`config.mk`:
```
export PLATFORM = sky130hd
export DESIGN_NAME = mem_controller
export DESIGN_NICKNAME = d
export VERILOG_FILES = /design/src/rtl/mem_controller_pkg.sv /design/src/rtl/mem_controller.sv
export SDC_FILE = /design/constraint.sdc
export NUM_CORES = 1
export LEC_CHECK = 0
export ABC_AREA = 1
export ABC_CLOCK_PERIOD_IN_PS = 6390
export CAP_MARGIN = 20
export CORE_AREA = 2 2 156 127
export CTS_CLUSTER_DIAMETER = 100
export DETAILED_ROUTE_END_ITERATION = 10
export DIE_AREA = 0 0 158 129
export PLACE_DENSITY_LB_ADDON = 0.1
export SYNTH_ARGS = -nofsm -noshare
export SYNTH_HDL_FRONTEND = slang
export SYNTH_SLANG_ARGS = --single-unit
```
`constraint.sdc`:
```
create_clock -name Sys_clk -period 6.39 [get_ports Sys_clk]
set_input_delay 1.917 -clock Sys_clk [delete_from_list [all_inputs] [get_ports Sys_clk]]
set_output_delay 1.917 -clock Sys_clk [all_outputs]
set_load 0.1 [all_outputs]
```
`src/rtl/mem_controller_pkg.sv`:
```
// Shared definitions for the byte-serial memory controller and its LoadStoreBuffer requester.
// Holds the FSM encoding, access direction codes, width codes and the IO region tag.
package mem_controller_pkg;

  typedef enum logic [2:0] {
    ST_IDLE,
    ST_LSB_READ,
    ST_IC_READ,
    ST_LSB_WRITE,
    ST_COOLDOWN
  } mc_state_t;

  localparam logic READ  = 1'b0;
  localparam logic WRITE = 1'b1;

  localparam logic [2:0] WIDTH_BYTE = 3'd1;
  localparam logic [2:0] WIDTH_HALF = 3'd2;
  localparam logic [2:0] WIDTH_WORD = 3'd4;

  localparam logic [1:0] IO_MASK_HI = 2'b11;

  // Unknown width codes fall back to a full word.
  function automatic logic [2:0] width_to_len(input logic [2:0] width);
    case (width)
      WIDTH_BYTE: return 3'd1;
      WIDTH_HALF: return 3'd2;
      default:    return 3'd4;
    endcase
  endfunction

endpackage

```
`src/rtl/mem_controller.sv`:
```
// Byte-serial controller between the core (LSB loads/stores, IC fetches) and the 8-bit RAM/IO port.
// One RAM byte per cycle; a one-cycle cooldown after every transaction absorbs the requester's late en drop.
module mem_controller #(
  parameter int         ADDR_WIDTH = 32,
  parameter logic [1:0] IO_MASK_HI = mem_controller_pkg::IO_MASK_HI
) (
  input  logic                  Sys_clk,
  input  logic                  Sys_rst,
  input  logic                  Sys_rdy,
  input  logic                  RoBMC_pre_judge,
  input  logic                  LSBMC_en,
  input  logic                  LSBMC_wr,
  input  logic [2:0]            LSBMC_data_width,
  input  logic [31:0]           LSBMC_data,
  input  logic [ADDR_WIDTH-1:0] LSBMC_addr,
  output logic                  MCLSB_en,
  output logic [7:0]            MCLSB_data,
  output logic [1:0]            MCLSB_data_number,
  input  logic                  ICMC_en,
  input  logic [ADDR_WIDTH-1:0] ICMC_addr,
  output logic                  MCIC_en,
  output logic [31:0]           MCIC_inst,
  input  logic [7:0]            mem_din,
  output logic [7:0]            mem_dout,
  output logic [ADDR_WIDTH-1:0] mem_a,
  output logic                  mem_wr,
  input  logic                  io_buffer_full
);
  import mem_controller_pkg::*;

  mc_state_t             state_reg;
  logic [2:0]            cnt_reg;
  logic [2:0]            len_reg;
  logic [ADDR_WIDTH-1:0] addr_reg;
  logic [31:0]           data_reg;
  logic                  mclsb_en_reg;
  logic [7:0]            mclsb_data_reg;
  logic [1:0]            mclsb_num_reg;
  logic                  mcic_en_reg;
  logic [31:0]           mcic_inst_reg;
  logic [7:0]            mem_dout_reg;
  logic [ADDR_WIDTH-1:0] mem_a_reg;
  logic                  mem_wr_reg;

  logic [2:0]            cnt_next;
  logic [2:0]            last_idx;
  logic [7:0]            wr_byte;
  logic                  accept_stall;
  logic                  write_stall;

  assign cnt_next = cnt_reg + 3'd1;
  assign last_idx = len_reg - 3'd1;
  assign wr_byte  = data_reg[{cnt_reg[1:0], 3'b000} +: 8];

  // IO writes wait while the IO buffer is full; the first byte can already be held off at accept.
  assign accept_stall = io_buffer_full && (LSBMC_addr[17:16] == IO_MASK_HI);
  assign write_stall  = io_buffer_full && (addr_reg[17:16] == IO_MASK_HI);

  always_ff @(posedge Sys_clk or posedge Sys_rst) begin
    if (Sys_rst) begin
      state_reg      <= ST_IDLE;
      cnt_reg        <= 3'd0;
      len_reg        <= 3'd0;
      addr_reg       <= '0;
      data_reg       <= 32'd0;
      mclsb_en_reg   <= 1'b0;
      mclsb_data_reg <= 8'd0;
      mclsb_num_reg  <= 2'd0;
      mcic_en_reg    <= 1'b0;
      mcic_inst_reg  <= 32'd0;
      mem_dout_reg   <= 8'd0;
      mem_a_reg      <= '0;
      mem_wr_reg     <= 1'b0;
    end else if (Sys_rdy) begin
      mclsb_en_reg <= 1'b0;
      mcic_en_reg  <= 1'b0;
      mem_wr_reg   <= 1'b0;
      case (state_reg)
        ST_IDLE: begin
          if (RoBMC_pre_judge) begin
            if (LSBMC_en) begin
              addr_reg  <= LSBMC_addr;
              data_reg  <= LSBMC_data;
              len_reg   <= width_to_len(LSBMC_data_width);
              mem_a_reg <= LSBMC_addr;
              if (LSBMC_wr == WRITE) begin
                state_reg <= ST_LSB_WRITE;
                if (accept_stall) begin
                  cnt_reg <= 3'd0;
                end else begin
                  mem_dout_reg <= LSBMC_data[7:0];
                  mem_wr_reg   <= 1'b1;
                  cnt_reg      <= 3'd1;
                end
              end else begin
                cnt_reg   <= 3'd0;
                state_reg <= ST_LSB_READ;
              end
            end else if (ICMC_en) begin
              addr_reg  <= ICMC_addr;
              len_reg   <= 3'd4;
              mem_a_reg <= ICMC_addr;
              cnt_reg   <= 3'd0;
              state_reg <= ST_IC_READ;
            end
          end
        end

        ST_LSB_READ: begin
          if (!RoBMC_pre_judge) begin
            state_reg <= ST_COOLDOWN;
          end else begin
            mclsb_en_reg   <= 1'b1;
            mclsb_data_reg <= mem_din;
            mclsb_num_reg  <= cnt_reg[1:0];
            mem_a_reg      <= addr_reg + ADDR_WIDTH'(cnt_next);
            cnt_reg        <= cnt_next;
            if (cnt_reg == last_idx) state_reg <= ST_COOLDOWN;
          end
        end

        ST_IC_READ: begin
          if (!RoBMC_pre_judge) begin
            state_reg <= ST_COOLDOWN;
          end else begin
            mcic_inst_reg[{cnt_reg[1:0], 3'b000} +: 8] <= mem_din;
            mem_a_reg <= addr_reg + ADDR_WIDTH'(cnt_next);
            cnt_reg   <= cnt_next;
            if (cnt_reg == 3'd3) begin
              mcic_en_reg <= 1'b1;
              state_reg   <= ST_COOLDOWN;
            end
          end
        end

        // Stores are already committed, so a flush does not interrupt them.
        ST_LSB_WRITE: begin
          if (cnt_reg < len_reg) begin
            if (!write_stall) begin
              mem_a_reg    <= addr_reg + ADDR_WIDTH'(cnt_reg);
              mem_dout_reg <= wr_byte;
              mem_wr_reg   <= 1'b1;
              cnt_reg      <= cnt_next;
            end
          end else begin
            mclsb_en_reg  <= 1'b1;
            mclsb_num_reg <= last_idx[1:0];
            state_reg     <= ST_COOLDOWN;
          end
        end

        ST_COOLDOWN: state_reg <= ST_IDLE;

        default: state_reg <= ST_IDLE;
      endcase
    end
  end

  assign MCLSB_en          = mclsb_en_reg;
  assign MCLSB_data        = mclsb_data_reg;
  assign MCLSB_data_number = mclsb_num_reg;
  assign MCIC_en           = mcic_en_reg;
  assign MCIC_inst         = mcic_inst_reg;
  assign mem_dout          = mem_dout_reg;
  assign mem_a             = mem_a_reg;
  assign mem_wr            = mem_wr_reg & Sys_rdy;

endmodule

```
==> results.py, run 1 <==
metrics = {
    "outcome": {
        "status": "completed",
    },
    "power": {
        "p_sw_mw": 3.21,
        "p_int_mw": 2.84,
        "power_density_nw_per_um2": 535,
        "power_frac_comb_pct": 55.1,
        "clkPwrFrac_pct": 16.9,
        "p_leak_nw": 5.34,
        "sw_frac_of_total_pct": 53.1,
        "irDropWorstVdd_uv": 351,
        "p_seq_share_pct": 28.0,
    },
    "place": {
        "portBuffers": 199,
        "gp_congestion": 0.920,
        "post_dp_cell_area_sq_um": 10700,
        "hpwl_um": 17500,
    },
    "sta": {
        "max-slew-margin-rel_pct": 30.9,
        "tightest_slew_ps": 1030,
        "clock_skew_ps": 9.38,
        "finalSetupTns_ps": 0,
        "clock.fmax_mhz": 204,
        "hold_ws_ps": 468,
        "finalCritPeriodShare_pct": 76.7,
        "period_minus_slack_ps": 4900,
        "drv_slew": 0,
        "finalSetupViolCount": 0,
        "hold_viol_final": 0,
        "rsz0062_at_grt": "false",
    },
    "worst_setup_path": {
        "r2r_cells": 16,
        "crit_type": "in -> out",
        "required_ps": 4470,
        "regToRegEndpoint": "mem_a[26]$_DFFE_PP0P_",
        "reg2reg_slack_ps": 2490,
        "worstSetupEndpointType": "primary output",
        "cp-start-kind": "primary input",
        "worst_ep_arrival_time_ps": 2990,
        "path_max_fanout": 7,
        "reg2reg_from": "state_reg[0]$_DFFE_PP0P_",
    },
    "clock_network": {
        "cts_made_buffers": 17,
        "cts_buffer_depth": 2,
        "cts.root.buffer_cell": "clkbuf_16",
        "post_cts_buffers": 0,
        "clock-sinks": 158,
        "h-tree-depth": 4,
        "clk_pin_slew_ps": 70,
        "cts_hold_buffers": 0,
        "post_cts_resize_count": 0,
        "cts_tree": "done",
        "insertion_delay_ps": 430,
    },
    "grt": {
        "use_met3_pct": 5.46,
        "use_met1_pct": 38.0,
        "antenna_found_initial": 1,
        "use_met2_pct": 34.9,
        "gr-total-overflow": 0,
        "top_usage_layer": "met1",
        "grt_pass1_vias": 7479,
        "grt_max_degree": 99,
        "grt_use_total_pct": 24.5,
        "grt_pass1_wl_um": 38800,
    },
    "route": {
        "routedWlPerCell_um": 15.0,
        "drc": 0,
        "drt_pass1_iterations": 5,
        "initialDrtViolationCount": 706,
        "wl_um": 24500,
        "viasPerCell": 5.01,
        "vias": 8209,
        "ant_nets": 0,
    },
    "synthesis": {
        "netlist_area_sq_um": 8510,
        "yosysUniqueCellTypes": 35,
        "syn-instance-count": 1186,
        "post_synth.cell_area_avg_sq_um": 7.18,
        "synth_nets": 1316,
        "ys_seq_area_share_pct": 46.4,
        "yosysWarnings": 0,
        "synth-seq-cells": 158,
    },
    "hold_path": {
        "worstHoldEndpoint": "data_reg[7]$_DFFE_PP0P_",
        "min_path_cells": 2,
        "hp-start": "data_reg[7]$_DFFE_PP0P_",
        "hold_class": "reg -> reg",
    },
    "floorplan": {
        "chipHeight_um": 129,
        "io_pins": 200,
        "num_rows": 45,
        "dieWidth_um": 158,
        "start_util_pct": 45.3,
        "die_area_sq_um": 20400,
        "core_sq_um": 18800,
    },
    "cells_and_area": {
        "areaGrowthSynthToFinish_pct": 32.8,
        "drive_gt1_share_pct": 4.35,
        "fin_area_sq_um": 11300,
        "insertedDiodeCount": 0,
        "final_nets": 1497,
    },
    "flow_run": {
        "drv_cap": 0,
    },
}
-- cells by family (layout without fill, tap and decap cells) --
family / count (synthesis) / count (layout) / synth area share [%]
compound gates: 166 / 166 / 10.4
buf+inv: 147 / 340 / 6.95
xor+xnor: 3 / 3 / 0.309
flops: 158 / 158 / 46.4
simple gates: 691 / 691 / 32.9
mux: 6 / 6 / 0.705
fa+ha+maj: 15 / 15 / 2.29
-- worst max-delay path by stage --
stage | end | start
floorplan | MCIC_en$_DFFE_PP0P_ | Sys_rst
global placement | mem_wr | Sys_rdy
detailed placement | mem_wr | Sys_rdy
CTS | mem_wr | Sys_rdy
global route | mem_wr | Sys_rdy
finish | mem_wr | Sys_rdy
-- power by group through the flow --
stage	clock network, mW	registers, mW	logic, mW
6_report	1.02	1.69	3.34
5_1_grt	1.09	1.75	3.61
4_1_cts	1.04	1.69	3.34
3_5_place_dp	0	1.70	3.33
3_3_place_gp	0	1.70	3.30
2_1_floorplan	0	3.00	1.17
-- cells in the final DEF (no fill, tap or decap), types with 2 or more instances in the layout --
| cell type | instances |
|---|---|
| nor2_4 | 3 |
| xnor2_1 | 2 |
| nor3_1 | 2 |
| clkinvlp_4 | 4 |
| bufinv_16 | 2 |
| clkinv_4 | 4 |
| inv_2 | 5 |
| clkdlybuf4s50_1 | 198 |
| dfrtp_1 | 158 |
| o21ai_1 | 7 |
| clkbuf_8 | 2 |
| buf_4 | 12 |
| nor2_2 | 2 |
| nor2_1 | 114 |
| inv_6 | 2 |
| a31oi_1 | 13 |
| a21oi_1 | 24 |
| nand4_1 | 20 |
| o21ai_0 | 107 |
| clkbuf_16 | 17 |
| ha_1 | 14 |
| mux2i_1 | 6 |
| nand2_1 | 464 |
| nand3_1 | 79 |
| o211ai_1 | 12 |
| inv_1 | 91 |
-- area by class of cell --
class                      instances  area (sq um)
inverter                          98           373
timing repair buffer             211          2080
clock inverter                    12           139
clock buffer                      19           453
multi-input combinational        881          3980
tap                              258           323
sequential                       158          3950
fill                            1775          7500
-- cell usage after synthesis (all sizes together) --
cell type / number / area share (%)
xor2: 1 / 0.10
a31oi: 14 / 1.1
nand3: 79 / 4.6
nor3: 3 / 0.24
nor2: 119 / 5.5
mux2i: 6 / 0.71
nand3b: 1 / 0.088
o31ai: 1 / 0.088
clkbuf: 24 / 1.1
nor4: 1 / 0.074
nand4: 21 / 1.6
o21ai: 114 / 6.7
buf: 25 / 1.6
nor3b: 1 / 0.088
a21oi: 24 / 1.4
o21a: 1 / 0.088
fa: 1 / 0.24
nand2: 465 / 21
xnor2: 2 / 0.21
clkinv: 1 / 0.044
ha: 14 / 2.1
o211ai: 12 / 1.1
or2: 1 / 0.074
dfrtp: 158 / 46
inv: 97 / 4.3
-- metal layers --
layer	part of all wire (%)	wire [um]	vias up
li1	-	-	4168
met1	50	12300	3746
met2	41	10000	278
met3	7.8	1900	17
met4	0.83	204	0
met5	0	0	-
-- critical path, cell delays in order --
cell	delay, ps
clkdlybuf4s50_1	610
nand2_1	80
inv_1	90
buf_4	290
-- per-stage QoR --
step | power [mW] | worst slack (ps) | util (%) | std cells
6_report | 6.05 | 1490 | 60.1 | 1637
5_1_grt | 6.44 | 1450 | 60.1 | 1637
4_1_cts | 6.08 | 1470 | 60.1 | 1636
3_5_place_dp | 5.03 | 1480 | 56.9 | 1605
3_3_place_gp | 5.00 | 1490 | 56.9 | 1605
2_1_floorplan | 4.17 | 210 | - | 1186
Power figures use the tool's default switching activity.
==> run 2: changes to the inputs <==
ABC_CLOCK_PERIOD_IN_PS = 4300   (was 6390)
clock period = 4.3 ns   (was 6.39 ns; I/O delays follow)
==> results.py, run 2 (synthesis results as in run 1) <==
metrics = {
    "cells_and_area": {
        "fin_util_pct": 60.4,
        "most-common-layout-cells": "nand2_1 (464), clkdlybuf4s50_1 (198), dfrtp_1 (158)",
        "insertedDiodeCount": 0,
        "final_nets": 1499,
        "instances_no_fill": 1640,
        "drive_gt1_share_pct": 4.49,
        "layout_commonest_cell": "nand2_1",
        "areaGrowthSynthToFinish_pct": 33.5,
        "fin_area_sq_um": 11400,
    },
    "floorplan": {
        "start_util_pct": 45.3,
        "chipHeight_um": 129,
        "die_area_sq_um": 20400,
        "num_rows": 45,
        "core_sq_um": 18800,
        "io_pins": 200,
        "dieWidth_um": 158,
    },
    "worst_setup_path": {
        "required_ps": 3010,
        "cp-start-kind": "primary input",
        "worstSetupEndpointType": "primary output",
        "reg2reg_slack_ps": 1060,
        "crit_type": "in -> out",
        "path_max_fanout": 7,
        "crit_start": "Sys_rdy",
        "worst_ep_arrival_time_ps": 2300,
        "reg2reg_from": "cnt_reg[0]$_DFFE_PP0P_",
        "r2r_cells": 16,
        "regToRegEndpoint": "mem_a[18]$_DFFE_PP0P_",
    },
    "flow_run": {
        "drv_cap": 0,
    },
    "grt": {
        "antenna_found_initial": 0,
        "grt_pass1_vias": 7524,
        "grt_max_degree": 159,
        "gr-total-overflow": 0,
        "grt_pass1_wl_um": 39200,
        "grt_use_total_pct": 24.7,
    },
    "outcome": {
        "status": "completed",
    },
    "clock_network": {
        "insertion_delay_ps": 430,
        "clock-sinks": 158,
        "post_cts_resize_count": 0,
        "clk_pin_slew_ps": 70,
        "h-tree-depth": 4,
        "cts.root.buffer_cell": "clkbuf_16",
        "cts_made_buffers": 17,
        "cts_tree": "done",
        "cts_hold_buffers": 0,
        "post_cts_buffers": 0,
        "cts_buffer_depth": 2,
    },
    "sta": {
        "drv_slew": 0,
        "rsz0062_at_grt": "false",
        "hold_viol_final": 0,
        "period_minus_slack_ps": 3590,
        "tightest_slew_ps": 1020,
        "finalSetupViolCount": 0,
        "clock_skew_ps": 13.4,
        "max-slew-margin-rel_pct": 31.7,
        "clock.fmax_mhz": 279,
        "finalSetupTns_ps": 0,
        "finalCritPeriodShare_pct": 83.4,
    },
    "place": {
        "hpwl_um": 17600,
        "portBuffers": 199,
        "post_dp_cell_area_sq_um": 10700,
        "dp_cells": 1608,
        "gp_congestion": 0.950,
    },
    "power": {
        "p_leak_nw": 5.38,
        "power_mw": 9.10,
        "power_density_nw_per_um2": 801,
        "irDropWorstVdd_uv": 489,
    },
    "hold_path": {
        "worstHoldEndpoint": "data_reg[2]$_DFFE_PP0P_",
        "min_path_cells": 2,
        "hold_class": "reg -> reg",
        "hp-start": "data_reg[2]$_DFFE_PP0P_",
    },
    "route": {
        "drc": 0,
        "routedWlPerCell_um": 15.1,
        "viasPerCell": 4.99,
        "wl_um": 24700,
        "ant_nets": 0,
        "initialDrtViolationCount": 587,
        "drt_pass1_iterations": 5,
        "vias": 8191,
    },
}
[run 2: power breakdown]
group	switching [mW]	internal, mW	total (mW)
combinational	3.72	1.25	4.97
sequential	0.435	2.09	2.52
clock	0.666	0.944	1.61
[run 2: how the worst max path moves through the flow]
stage	endpoint
2_1_floorplan	mem_wr
3_3_place_gp	mem_wr
3_5_place_dp	mem_wr
4_1_cts	mem_wr
5_1_grt	mem_wr
6_report	mem_wr
[run 2: layout make-up]
cell class	count	area [sq um]
Clock buffer	19	443
Clock inverter	13	173
Fill cell	1745	7440
Inverter	98	372
Multi-Input combinational cell	881	3980
Sequential cell	158	3950
Tap cell	258	323
Timing Repair Buffer	213	2120
[run 2: critical path, cell delays in order]
cell and delay [ps]:
clkdlybuf4s50_1 630, nand2_1 80, inv_1 110, buf_12 180
[run 2: metal layers]
| metal | vias to the layer above | part of all wire, % | track usage (%) |
|---|---|---|---|
| li1 | 4179 | - | - |
| met1 | 3741 | 51 | 39.0 |
| met2 | 255 | 41 | 35.3 |
| met3 | 16 | 7.1 | 4.82 |
| met4 | 0 | 0.87 | 4.82 |
| met5 | - | 0 | 0 |
[run 2: stage by stage]
stage	setup WS, ps	hold WS [ps]
finish	712	473
global route	653	489
CTS	707	471
detailed placement	704	453
global placement	712	448
floorplan	934	437
==> run 3: changes to the inputs <==
ABC_CLOCK_PERIOD_IN_PS = 3730   (was 4300)
CORE_AREA = 2 2 148 121   (was 2 2 156 127)
DIE_AREA = 0 0 150 123   (was 0 0 158 129)
clock period = 3.73 ns   (was 4.3 ns; I/O delays follow)
==> results.py, run 3 (synthesis results as in run 1) <==
metrics = {
    "outcome": {
        "status": "completed",
    },
    "clock_network": {
        "post_cts_resize_count": 0,
        "cts_hold_buffers": 0,
        "clk_pin_slew_ps": 70,
        "h-tree-depth": 4,
        "cts_buffer_depth": 2,
        "post_cts_buffers": 0,
        "cts.root.buffer_cell": "clkbuf_16",
        "cts_made_buffers": 17,
        "clock-sinks": 158,
        "cts_tree": "done",
        "insertion_delay_ps": 430,
    },
    "floorplan": {
        "chipHeight_um": 123,
        "io_pins": 200,
        "dieWidth_um": 150,
        "core_sq_um": 17000,
        "die_area_sq_um": 18500,
        "start_util_pct": 50.1,
        "num_rows": 43,
    },
    "place": {
        "portBuffers": 199,
        "gp_congestion": 0.961,
        "hpwl_um": 17700,
        "dp_cells": 1584,
        "dp_slack_ps": 486,
    },
    "worst_setup_path": {
        "cp_slowest_cell": "clkdlybuf4s50_1",
        "worstSetupEndpointType": "primary output",
        "crit_type": "in -> out",
        "cp-start-kind": "primary input",
        "required_ps": 2610,
        "path_buf_inv": 3,
        "path_max_fanout": 7,
        "cpPeakStageDelay_ps": 640,
        "worst_ep_arrival_time_ps": 2130,
        "crit_path_cell_trace": "clkdlybuf4s50_1 -> nand2_1 -> inv_1 -> buf_12",
        "cpLargestDelayFamily": "buffers and inverters",
    },
    "sta": {
        "drv_slew": 0,
        "hold_viol_final": 0,
        "finalCritPeriodShare_pct": 87.1,
        "clock.fmax_mhz": 308,
        "max-slew-margin-rel_pct": 42.0,
        "tightest_slew_ps": 868,
        "finalWorstSetupSlack_ps": 481,
        "period_minus_slack_ps": 3250,
        "rsz0062_at_grt": "false",
        "clock_skew_ps": 7.44,
        "finalSetupTns_ps": 0,
        "finalSetupViolCount": 0,
    },
    "power": {
        "irDropWorstVdd_uv": 714,
        "power_density_nw_per_um2": 915,
        "clkPwrFrac_pct": 16.1,
        "p_leak_nw": 5.51,
        "power_frac_comb_pct": 55.4,
        "power_mw": 10.2,
        "p_sw_mw": 5.56,
        "p_int_mw": 4.64,
        "p_seq_share_pct": 28.5,
        "sw_frac_of_total_pct": 54.5,
    },
    "hold_path": {
        "hold_class": "reg -> reg",
    },
    "route": {
        "viasPerCell": 5.22,
        "vias": 8442,
        "ant_nets": 0,
        "drt_pass1_iterations": 6,
        "drc": 0,
        "routedWlPerCell_um": 14.9,
        "initialDrtViolationCount": 710,
        "wl_um": 24100,
    },
    "grt": {
        "grt_use_total_pct": 26.9,
        "grt_max_degree": 55,
        "grt_pass1_wl_um": 38800,
        "grt_pass1_vias": 7706,
        "antenna_found_initial": 0,
        "gr-total-overflow": 0,
    },
    "cells_and_area": {
        "areaGrowthSynthToFinish_pct": 31.0,
        "final_nets": 1508,
        "fin_util_pct": 65.6,
        "instances_no_fill": 1616,
        "drive_gt1_share_pct": 11.1,
        "multiInputGateArea_sq_um": 3980,
        "final-seq-area_sq_um": 3950,
        "insertedDiodeCount": 0,
        "most-common-layout-cells": "nand2_1 (464), dfrtp_1 (158), nor2_1 (114), clkdlybuf4s50_1 (114), o21ai_0 (107)",
        "fillers": 1521,
        "layout_commonest_cell": "nand2_1",
    },
    "flow_run": {
        "drv_cap": 0,
    },
}
==> run 3: layer usage <==
metal	vias up	global-route usage, %	share of wire [%]
li1	4191	-	-
met4	0	4.72	0.73
met1	3907	41.2	48
met2	328	39.8	43
met3	16	5.54	7.7
met5	-	0	0
==> run 3: power groups by stage <==
| stage | clock, mW | combinational [mW] | sequential, mW |
|---|---|---|---|
| 2_1_floorplan | 0 | 2.00 | 5.14 |
| 3_3_place_gp | 0 | 5.58 | 2.91 |
| 3_5_place_dp | 0 | 5.65 | 2.91 |
| 4_1_cts | 1.65 | 5.66 | 2.90 |
| 5_1_grt | 1.74 | 6.08 | 3.00 |
| 6_report | 1.64 | 5.65 | 2.91 |
==> run 3: cell type report <==
| type | count | share of cell area, % |
|---|---|---|
| multi-input cells | 881 | 35.7 |
| clock inverters | 13 | 0.954 |
| flip-flops and latches | 158 | 35.5 |
| clock buffers | 19 | 3.97 |
| repair buffers | 222 | 18.1 |
| inverters | 98 | 3.33 |
| well taps | 225 | 2.52 |
==> run 3: worst paths after layout <==
kind | startpoint | endpoint | slack, ps | cells after the start
setup / recovery | Sys_rdy | mem_wr | 480 | 4
hold / removal | data_reg[3]$_DFFE_PP0P_ | data_reg[3]$_DFFE_PP0P_ | 470 | 2
setup reg to reg | cnt_reg[0]$_DFFE_PP0P_ | mem_a[29]$_DFFE_PP0P_ | 590 | 14
hold reg to reg | data_reg[3]$_DFFE_PP0P_ | data_reg[3]$_DFFE_PP0P_ | 470 | 2
max in group asynchronous | Sys_rst | MCIC_inst[21]$_DFFE_PP0P_ | 1830 | 3
min in group asynchronous | Sys_rst | data_reg[15]$_DFFE_PP0P_ | 1220 | 2
==> run 3: tightest hold or removal path: stages, from the launching register on <==
cell and delay [ps]:
dfrtp_1 340, nand2_1 50, nand2_1 50
==> run 3: stage by stage <==
step	hold slack, ps	area [sq um]
6_report	468	11200
5_1_grt	493	11200
4_1_cts	469	11200
3_5_place_dp	453	10600
3_3_place_gp	448	10600
2_1_floorplan	437	8520
